File: src/rtl/snax_csr_router.sv
// snax_csr_router: N-way windowed CSR request router with in-order read-response return
module snax_csr_router #(
  parameter int unsigned NumTargets = 2,
  parameter int unsigned RegAddrWidth = 32,
  parameter int unsigned RegDataWidth = 32,
  parameter logic [NumTargets-2:0][RegAddrWidth-1:0] TargetBase = 47,
  parameter int unsigned MaxOutstanding = 4
) (
  input  logic                                    clk_i,
  input  logic                                    rst_i,
  input  logic [RegAddrWidth-1:0]                 csr_req_addr_i,
  input  logic [RegDataWidth-1:0]                 csr_req_data_i,
  input  logic                                    csr_req_wen_i,
  input  logic                                    csr_req_valid_i,
  output logic                                    csr_req_ready_o,
  output logic [RegDataWidth-1:0]                 csr_rsp_data_o,
  output logic                                    csr_rsp_valid_o,
  input  logic                                    csr_rsp_ready_i,
  output logic [NumTargets-1:0][RegAddrWidth-1:0] acc_csr_req_addr_o,
  output logic [NumTargets-1:0][RegDataWidth-1:0] acc_csr_req_data_o,
  output logic [NumTargets-1:0]                   acc_csr_req_wen_o,
  output logic [NumTargets-1:0]                   acc_csr_req_valid_o,
  input  logic [NumTargets-1:0]                   acc_csr_req_ready_i,
  input  logic [NumTargets-1:0][RegDataWidth-1:0] acc_csr_rsp_data_i,
  input  logic [NumTargets-1:0]                   acc_csr_rsp_valid_i,
  output logic [NumTargets-1:0]                   acc_csr_rsp_ready_o,
  output logic                                    busy_o
);
  localparam int unsigned TW = $clog2(NumTargets);
  localparam int unsigned PW = MaxOutstanding > 1 ? $clog2(MaxOutstanding) : 1;
  localparam int unsigned CW = $clog2(MaxOutstanding + 1);
  logic [TW-1:0] sel, head;
  logic [RegAddrWidth-1:0] base;
  logic [TW-1:0] fifo_q [MaxOutstanding];
  logic [PW-1:0] rd_ptr, wr_ptr;
  logic [CW-1:0] count;
  logic full, empty, push, pop;
  // windows are ascending, so the last base not above the address wins
  always_comb begin
    sel = '0;
    base = '0;
    for (int i = 0; i < NumTargets - 1; i++)
      if (csr_req_addr_i >= TargetBase[i]) begin
        sel = TW'(i + 1);
        base = TargetBase[i];
      end
  end
  assign full = count == CW'(MaxOutstanding);
  assign empty = count == '0;
  assign head = fifo_q[rd_ptr];
  assign csr_req_ready_o = acc_csr_req_ready_i[sel] && (csr_req_wen_i || !full);
  assign push = csr_req_valid_i && csr_req_ready_o && !csr_req_wen_i;
  assign csr_rsp_valid_o = !empty && acc_csr_rsp_valid_i[head];
  assign csr_rsp_data_o = empty ? '0 : acc_csr_rsp_data_i[head];
  assign pop = csr_rsp_valid_o && csr_rsp_ready_i;
  assign busy_o = !empty;
  always_comb begin
    for (int t = 0; t < NumTargets; t++) begin
      acc_csr_req_addr_o[t] = csr_req_addr_i - base;
      acc_csr_req_data_o[t] = csr_req_data_i;
      acc_csr_req_wen_o[t] = csr_req_wen_i;
      acc_csr_req_valid_o[t] = csr_req_valid_i && (csr_req_wen_i || !full) && sel == TW'(t);
      acc_csr_rsp_ready_o[t] = !empty && head == TW'(t) && csr_rsp_ready_i;
    end
  end
  always_ff @(posedge clk_i)
    if (push) fifo_q[wr_ptr] <= sel;
  always_ff @(posedge clk_i)
    if (rst_i) begin
      rd_ptr <= '0;
      wr_ptr <= '0;
      count <= '0;
    end else begin
      if (push) wr_ptr <= wr_ptr == PW'(MaxOutstanding - 1) ? '0 : wr_ptr + 1'b1;
      if (pop) rd_ptr <= rd_ptr == PW'(MaxOutstanding - 1) ? '0 : rd_ptr + 1'b1;
      count <= count + CW'(push) - CW'(pop);
    end
endmodule

File: config.mk
export PLATFORM = sky130hd
export DESIGN_NAME = snax_csr_router
export DESIGN_NICKNAME = d
export VERILOG_FILES = /design/src/rtl/snax_csr_router.sv
export SDC_FILE = /design/constraint.sdc
export NUM_CORES = 1
export LEC_CHECK = 0
export ABC_CLOCK_PERIOD_IN_PS = 3600
export BUFFER_PORTS_ARGS = -buffer_cell sky130_fd_sc_hd__buf_2
export CAP_MARGIN = 5
export CORE_AREA = 2 2 119 121
export CTS_CLUSTER_DIAMETER = 150
export DETAILED_ROUTE_END_ITERATION = 16
export DIE_AREA = 0 0 121 123
export RECOVER_POWER = 100
export SLEW_MARGIN = 20
export SYNTH_ARGS = -nofsm -noshare
export SYNTH_HDL_FRONTEND = slang
export SYNTH_SLANG_ARGS = --single-unit
File: constraint.sdc
create_clock -name clk_i -period 3.6 [get_ports clk_i]
set_input_delay 0.36 -clock clk_i [delete_from_list [all_inputs] [get_ports clk_i]]
set_output_delay 0.36 -clock clk_i [all_outputs]
set_load 0.01 [all_outputs]
==> results of run 1 <==
-- power breakdown --
group	total (mW)	switching (mW)	internal, mW
clock	0.206	0.0572	0.149
combinational	0.728	0.452	0.276
sequential	0.185	0.0155	0.169
total	1.12	0.525	0.594
-- kinds of logic after synthesis --
| family | Yosys count | share of synthesized area (%) |
|---|---|---|
| buffers and inverters | 119 | 29.8 |
| muxes | 37 | 14.3 |
| adders and majority gates | 14 | 6.79 |
| AOI/OAI and AO/OA | 19 | 5.76 |
| DFF | 13 | 10.7 |
| and+or+nand+nor | 115 | 23.6 |
| xor gates and xnor gates | 29 | 9.07 |
-- cells in the mapped netlist, types with 3 or more instances --
cell	count	area (um2)
nand3_1	3	15.0
nor3_1	8	40.0
and2_1	4	25.0
buf_2	3	15.0
xor2_1	26	228
buf_4	99	743
dfxtp_1	9	180
edfxtp_1	4	120
o21ai_0	5	25.0
mux2i_1	34	340
xnor2_1	3	26.3
or3_1	4	25.0
nor4_1	6	37.5
nor3_2	8	80.1
inv_1	10	37.5
a21oi_1	5	25.0
ha_1	12	150
nand2_1	9	33.8
nor2_1	52	195
clkbuf_1	5	18.8
-- worst max-delay path: stages --
cell and delay [ns]:
clkbuf_1 0.11, nor4_2 0.36, and3_4 0.29, nand4_4 0.13, clkinv_4 0.12, ha_1 0.22
nor2b_1 0.13, o21a_1 0.19, o311a_4 0.40, nor3_1 0.33, xor2_1 0.24, buf_2 0.17
-- per-layer routing --
| metal | global-route usage (%) | share of wire [%] | up-vias | wire (um) |
|---|---|---|---|---|
| met3 | 3.83 | 14 | 10 | 1030 |
| met5 | 0 | 0 | - | 0 |
| met2 | 16.4 | 47 | 163 | 3570 |
| met1 | 9.94 | 38 | 1107 | 2900 |
| met4 | 1.53 | 0.73 | 0 | 55 |
| li1 | - | - | 1277 | - |
-- worst min-delay path by stage --
| stage | endpoint | slack, ns | cells past startpoint |
|---|---|---|---|
| 2_1_floorplan | wr_ptr[1] | 0.48 | 2 |
| 3_3_place_gp | wr_ptr[1] | 0.50 | 2 |
| 3_5_place_dp | wr_ptr[1] | 0.51 | 2 |
| 4_1_cts | count[1] | 0.39 | 2 |
| 5_1_grt | count[1] | 0.40 | 2 |
| 6_report | count[1] | 0.39 | 2 |
-- area by class of cell --
| class | count | area, um2 |
|---|---|---|
| clock buffers | 4 | 78.8 |
| fillers | 1582 | 10400 |
| inverters | 11 | 46.3 |
| multi-input cells | 214 | 1600 |
| flip-flops and latches | 13 | 300 |
| well taps | 180 | 225 |
| repair buffers | 214 | 966 |
-- through the flow --
stage | total power, mW | hold WS [ns] | area (um2)
2_1_floorplan | 0.742 | 0.482 | 2800
3_3_place_gp | 0.983 | 0.504 | 3330
5_1_grt | 1.22 | 0.404 | 3210
3_5_place_dp | 0.986 | 0.513 | 3330
6_report | 1.12 | 0.387 | 3210
4_1_cts | 1.20 | 0.392 | 3410
==> summary.md, run 1 <==
| Metric | Value |
|---|---|
| Crit path kind | `input pin to output pin` |
| Slew HR | `10.1%` |
| # IOs | `306` |
| Placer's final routability congestion estimate | `0.756` |
| Worst Max-Slew Pin Slew | `1.35 ns` |
| Critical path capture point type | `output pin` |
| Lkg Pwr | `1.64 nW` |
| Hold Path Class | `input pin to register` |
| Vias per inst | `4.02` |
| First-pass GRT wire length | `10.9 mm` |
| Hold Fails Final Rpt | `0` |
| Maximum clock insertion buffer count | `2` |
| Root Buffer | `clkbuf_16` |
| Worst Hold Launch | `rst_i` |
| Critical Path RT | `3.24 ns` |
| Synth-to-layout area growth | `14.7%` |
| Ys flop type | `dfxtp_1` |
| Worst r2r src | `count[1]` |
| Core box area | `13600 um2` |
| Postcts setup bufs | `0` |
| Pin count of the biggest net entering global routing | `35` |
| Setup TNS | `0 ns` |
| Synthesized netlist cell count | `346` |
| Yosys warns | `0` |
| Routed wire per std cell | `11.9 um` |
| # diodes | `0` |
| Status | `finished clean` |
| VDD IR max | `134 uV` |
| Synth unique cells | `50` |
| CTS Sinks | `13` |
| Initial core utilization | `20.6%` |
| Clk_skew | `0.00469 ns` |
| Num CTS Buffers | `3` |
| Setup-failing EPs final | `0` |
| Final Core Density | `23.6%` |
| Clock tree from TritonCTS | `yes` |
| Rows | `43` |
| Seq/Total Area, Yosys | `10.7%` |
| Die area | `14900 um2` |
| Iter 0 DRT Violations | `30` |
| All-Layer GR Usage | `9.03%` |
| Peak fanout along the critical path | `15` |
| Min Tclk post-route | `3.40 ns` |
| #FFs+latches synth | `13` |
| H-tree levels | `1` |
| Worst slack at placement | `0.196 ns` |
| DR DRC count | `0` |
| Post-synth EDFFs | `4` |
| Nets | `608` |
| Post-synthesis async set-or-reset flop share | `0%` |
| Most frequent cells in the layout | `119 x buf_2, 89 x clkbuf_1, 53 x nor2_1, 35 x mux2i_1, 26 x xor2_1` |
| Avg Cell Area, Syn | `8.10 um2` |
| Routed Antenna Nets | `0` |
| Startpoint type of the worst setup path | `input pin` |
| Syn nets | `497` |
| Crit path from | `csr_req_addr_i[12]` |
| R2R depth | `13` |
| Finished Layout Cells | `636` |
| Commonest non-fill, non-tap cell in the layout | `buf_2` |
| Remaining global-route overflow | `0` |
| Initial DRT Pass Iterations | `4` |
| Layout cells sized above 1 | `31.8%` |
| Final worst setup slack | `0.201 ns` |
| Final Slew Violations | `0` |
| IO Port Bufs | `209` |
| RSZ-0062 raised after global routing | `no` |
| Placed Instances | `632` |
| Die width | `121 um` |
| Cts hold-fix bufs | `0` |
| Total routed wirelength | `7.56 mm` |
| Post-synthesis instance area | `2800 um2` |
| Clock Latency Late Sink | `0.24 ns` |
| Fmax | `294 MHz` |
| Worst setup path endpoint | `acc_csr_req_addr_o[63]` |
| Max_cap viols | `0` |
| Final period utilization | `94.4%` |
| Reg2Reg Capture Point | `count[2]` |
| CP Data Arrival Time | `3.04 ns` |
| Power Density | `348 nW/um2` |
| R2R Setup Slk | `0.72 ns` |
| Number of global-route vias before repair | `2316` |
| HPWL Detailed | `6.58 mm` |
| Reg clk slew, reported paths | `0.04 ns` |
| CTS resizes | `0` |
| Initial antenna violation count | `0` |
| Die height | `123 um` |
| Via count | `2557` |
(Power assumes the default switching activity.)
==> inputs of run 2 (changes only) <==
BUFFER_PORTS_ARGS = -buffer_cell sky130_fd_sc_hd__clkbuf_2   (was -buffer_cell sky130_fd_sc_hd__buf_2)
PLACE_DENSITY_LB_ADDON = 0.25   (was not set)
==> run 2 against run 1 <==
Register-to-register slack worse by 0.05 ns. Clock-buffer cell count unchanged. Critical path depth unchanged. Power up 0.41%. Sequential power about the same. Critical path type unchanged.
==> summary.md, run 2 (synthesis gave the netlist of run 1 again) <==
| Metric | Value |
|---|---|
| Critical Path RT | `3.24 ns (about the same)` |
| Die area | `14900 um2 (unchanged)` |
| Maximum clock insertion buffer count | `2 (unchanged)` |
| IO Port Bufs | `209 (unchanged)` |
| Reg2Reg Capture Point | `count[2]` |
| Die width | `121 um (unchanged)` |
| Die height | `123 um (unchanged)` |
| DR DRC count | `0 (unchanged)` |
| Crit path kind | `input pin to output pin` |
| Setup TNS | `0 ns (unchanged)` |
| Vias per inst | `4.08 (+1.4%)` |
| Critical path capture point type | `output pin` |
| CP Data Arrival Time | `3.03 ns (about the same)` |
| Fill cells | `1587 (+0.32%)` |
| # IOs | `306 (unchanged)` |
| Rows | `43 (unchanged)` |
| Iter 0 DRT Violations | `24 (-20%)` |
| Clock tree from TritonCTS | `yes` |
| Final Slew Violations | `0 (unchanged)` |
| Routed Antenna Nets | `0 (unchanged)` |
| Num CTS Buffers | `3 (unchanged)` |
| Status | `finished clean` |
| First-pass GRT wire length | `11.2 mm (+2.7%)` |
| Synth-to-layout area growth | `15.6%` |
| Total routed wirelength | `7.81 mm (+3.3%)` |
| Worst Hold Launch | `rst_i` |
| Final period utilization | `94.1% (-0.28 points)` |
| Min-Delay Endpoint | `count[1]` |
| RSZ-0062 raised after global routing | `no` |
| Clk_skew | `0.00188 ns (-0.00281 ns)` |
| Most frequent cells in the layout | `113 x clkbuf_2, 99 x clkbuf_1, 53 x nor2_1, 35 x mux2i_1, 26 x xor2_1` |
| Number of global-route vias before repair | `2373 (+2.5%)` |
| Power Density | `347 nW/um2 (-0.36%)` |
| Placer's final routability congestion estimate | `0.730 (-3.5%)` |
| Min Tclk post-route | `3.39 ns (-0.00994 ns)` |
| Via count | `2589 (+1.3%)` |
| HPWL Detailed | `6.78 mm (+3.1%)` |
| Hold Path Depth | `2 (unchanged)` |
| CTS Sinks | `13 (unchanged)` |
| # diodes | `0 (unchanged)` |
| Routed wire per std cell | `12.3 um (+3.4%)` |
| VDD IR max | `178 uV (+33%)` |
| Cts hold-fix bufs | `0 (unchanged)` |
| All-Layer GR Usage | `9.35% (+0.31 points)` |
| Worst r2r src | `count[1]` |
| Nets | `607 (-0.16%)` |
| Final worst setup slack | `0.211 ns (+0.00994 ns)` |
| Peak fanout along the critical path | `15 (unchanged)` |
| Lkg Pwr | `1.63 nW (-0.37%)` |
| Hold Path Class | `input pin to register` |
| Pin count of the biggest net entering global routing | `35 (unchanged)` |
| Initial antenna violation count | `0 (unchanged)` |
| Startpoint type of the worst setup path | `input pin` |
| Remaining global-route overflow | `0 (unchanged)` |
| Worst Max-Slew Pin Slew | `1.06 ns (-0.293 ns)` |
| H-tree levels | `1 (unchanged)` |
| Layout cells sized above 1 | `31.0% (-0.81 points)` |
| Worst slack at placement | `0.175 ns (-0.0210 ns)` |
| Initial core utilization | `20.6% (unchanged)` |
| Fmax | `295 MHz (+0.29%)` |
| Reg clk slew, reported paths | `0.04 ns (about the same)` |
| Max_cap viols | `0 (unchanged)` |
| Root Buffer | `clkbuf_16` |
| R2R Setup Slk | `0.67 ns (-0.05 ns)` |
| Clock Latency Late Sink | `0.24 ns (about the same)` |
| Core box area | `13600 um2 (unchanged)` |
| Commonest non-fill, non-tap cell in the layout | `clkbuf_2` |
| Slew HR | `29.7% (+20 points)` |
| R2R depth | `13 (unchanged)` |
| Hold Fails Final Rpt | `0 (unchanged)` |
| Setup-failing EPs final | `0 (unchanged)` |
| Initial DRT Pass Iterations | `3 (-1)` |
run 2: cell count changes in the layout (fill, tap and decap cells not counted):
cell,previous run,this run
a21oi_2,0,1
nor3_1,16,10
a21oi_1,5,4
clkbuf_2,5,113
clkbuf_1,89,99
buf_2,119,0
nor4_4,1,2
nor3_2,0,6
nor4_2,2,1
run 2: metrics by stage:
step	hold slack, ns	total power, mW	utilization (%)	instance area (um2)	std cells
floorplan	0.482	0.742	-	2800	346
global placement	0.504	0.987	24.4	3320	631
detailed placement	0.523	0.998	24.4	3320	631
CTS	0.410	1.21	25.0	3400	635
global route	0.432	1.23	23.8	3240	635
finish	0.410	1.12	23.8	3240	635
run 2: layer usage:
layer  global-route usage, %  part of all wire (%)
met1                    9.53                    37
met2                    17.9                    50
met3                    3.27                    12
met4                    2.76                  0.87
met5                       0                     0
run 2: cell type report:
cell class              instances  area, um2  area share [%]
multi-input cells             214       1640            50.6
well taps                     180        225            6.95
inverters                      11       46.3            1.43
clock buffers                   4       78.8            2.43
repair buffers                213        948            29.3
flip-flops and latches         13        300            9.27
run 2: where the power goes:
group | switching [mW] | total, mW | internal (mW)
clock network | 0.0556 | 0.204 | 0.149
registers | 0.0150 | 0.184 | 0.169
logic | 0.460 | 0.735 | 0.275
total | 0.531 | 1.12 | 0.593
run 2: worst max-delay path by stage:
| stage | from | end | slack, ns |
|---|---|---|---|
| global placement | csr_req_addr_i[18] | acc_csr_req_addr_o[30] | 0.20 |
| finish | csr_req_addr_i[1] | acc_csr_req_addr_o[59] | 0.21 |
| floorplan | csr_req_addr_i[0] | acc_csr_req_addr_o[61] | 0.43 |
| global route | csr_req_addr_i[1] | acc_csr_req_addr_o[59] | 0.03 |
| detailed placement | csr_req_addr_i[18] | acc_csr_req_addr_o[59] | 0.17 |
| CTS | csr_req_addr_i[18] | acc_csr_req_addr_o[59] | 0.16 |
run 2: critical path: stages:
cell and delay (ns):
clkbuf_1 0.13, a41o_1 0.28, a211oi_4 0.32, nand4_4 0.15
clkinv_4 0.12, ha_1 0.22, nor2b_1 0.12, o21a_1 0.20
o311a_4 0.41, nor4b_2 0.30, xor2_1 0.22, clkbuf_1 0.19
run 2: repair_timing:
action | CTS | global route
buffers inserted | 0 | 0
endpoints found under the setup margin | 0 | 24
resized for setup | 0 | 4
endpoints found under the hold margin | 0 | 0
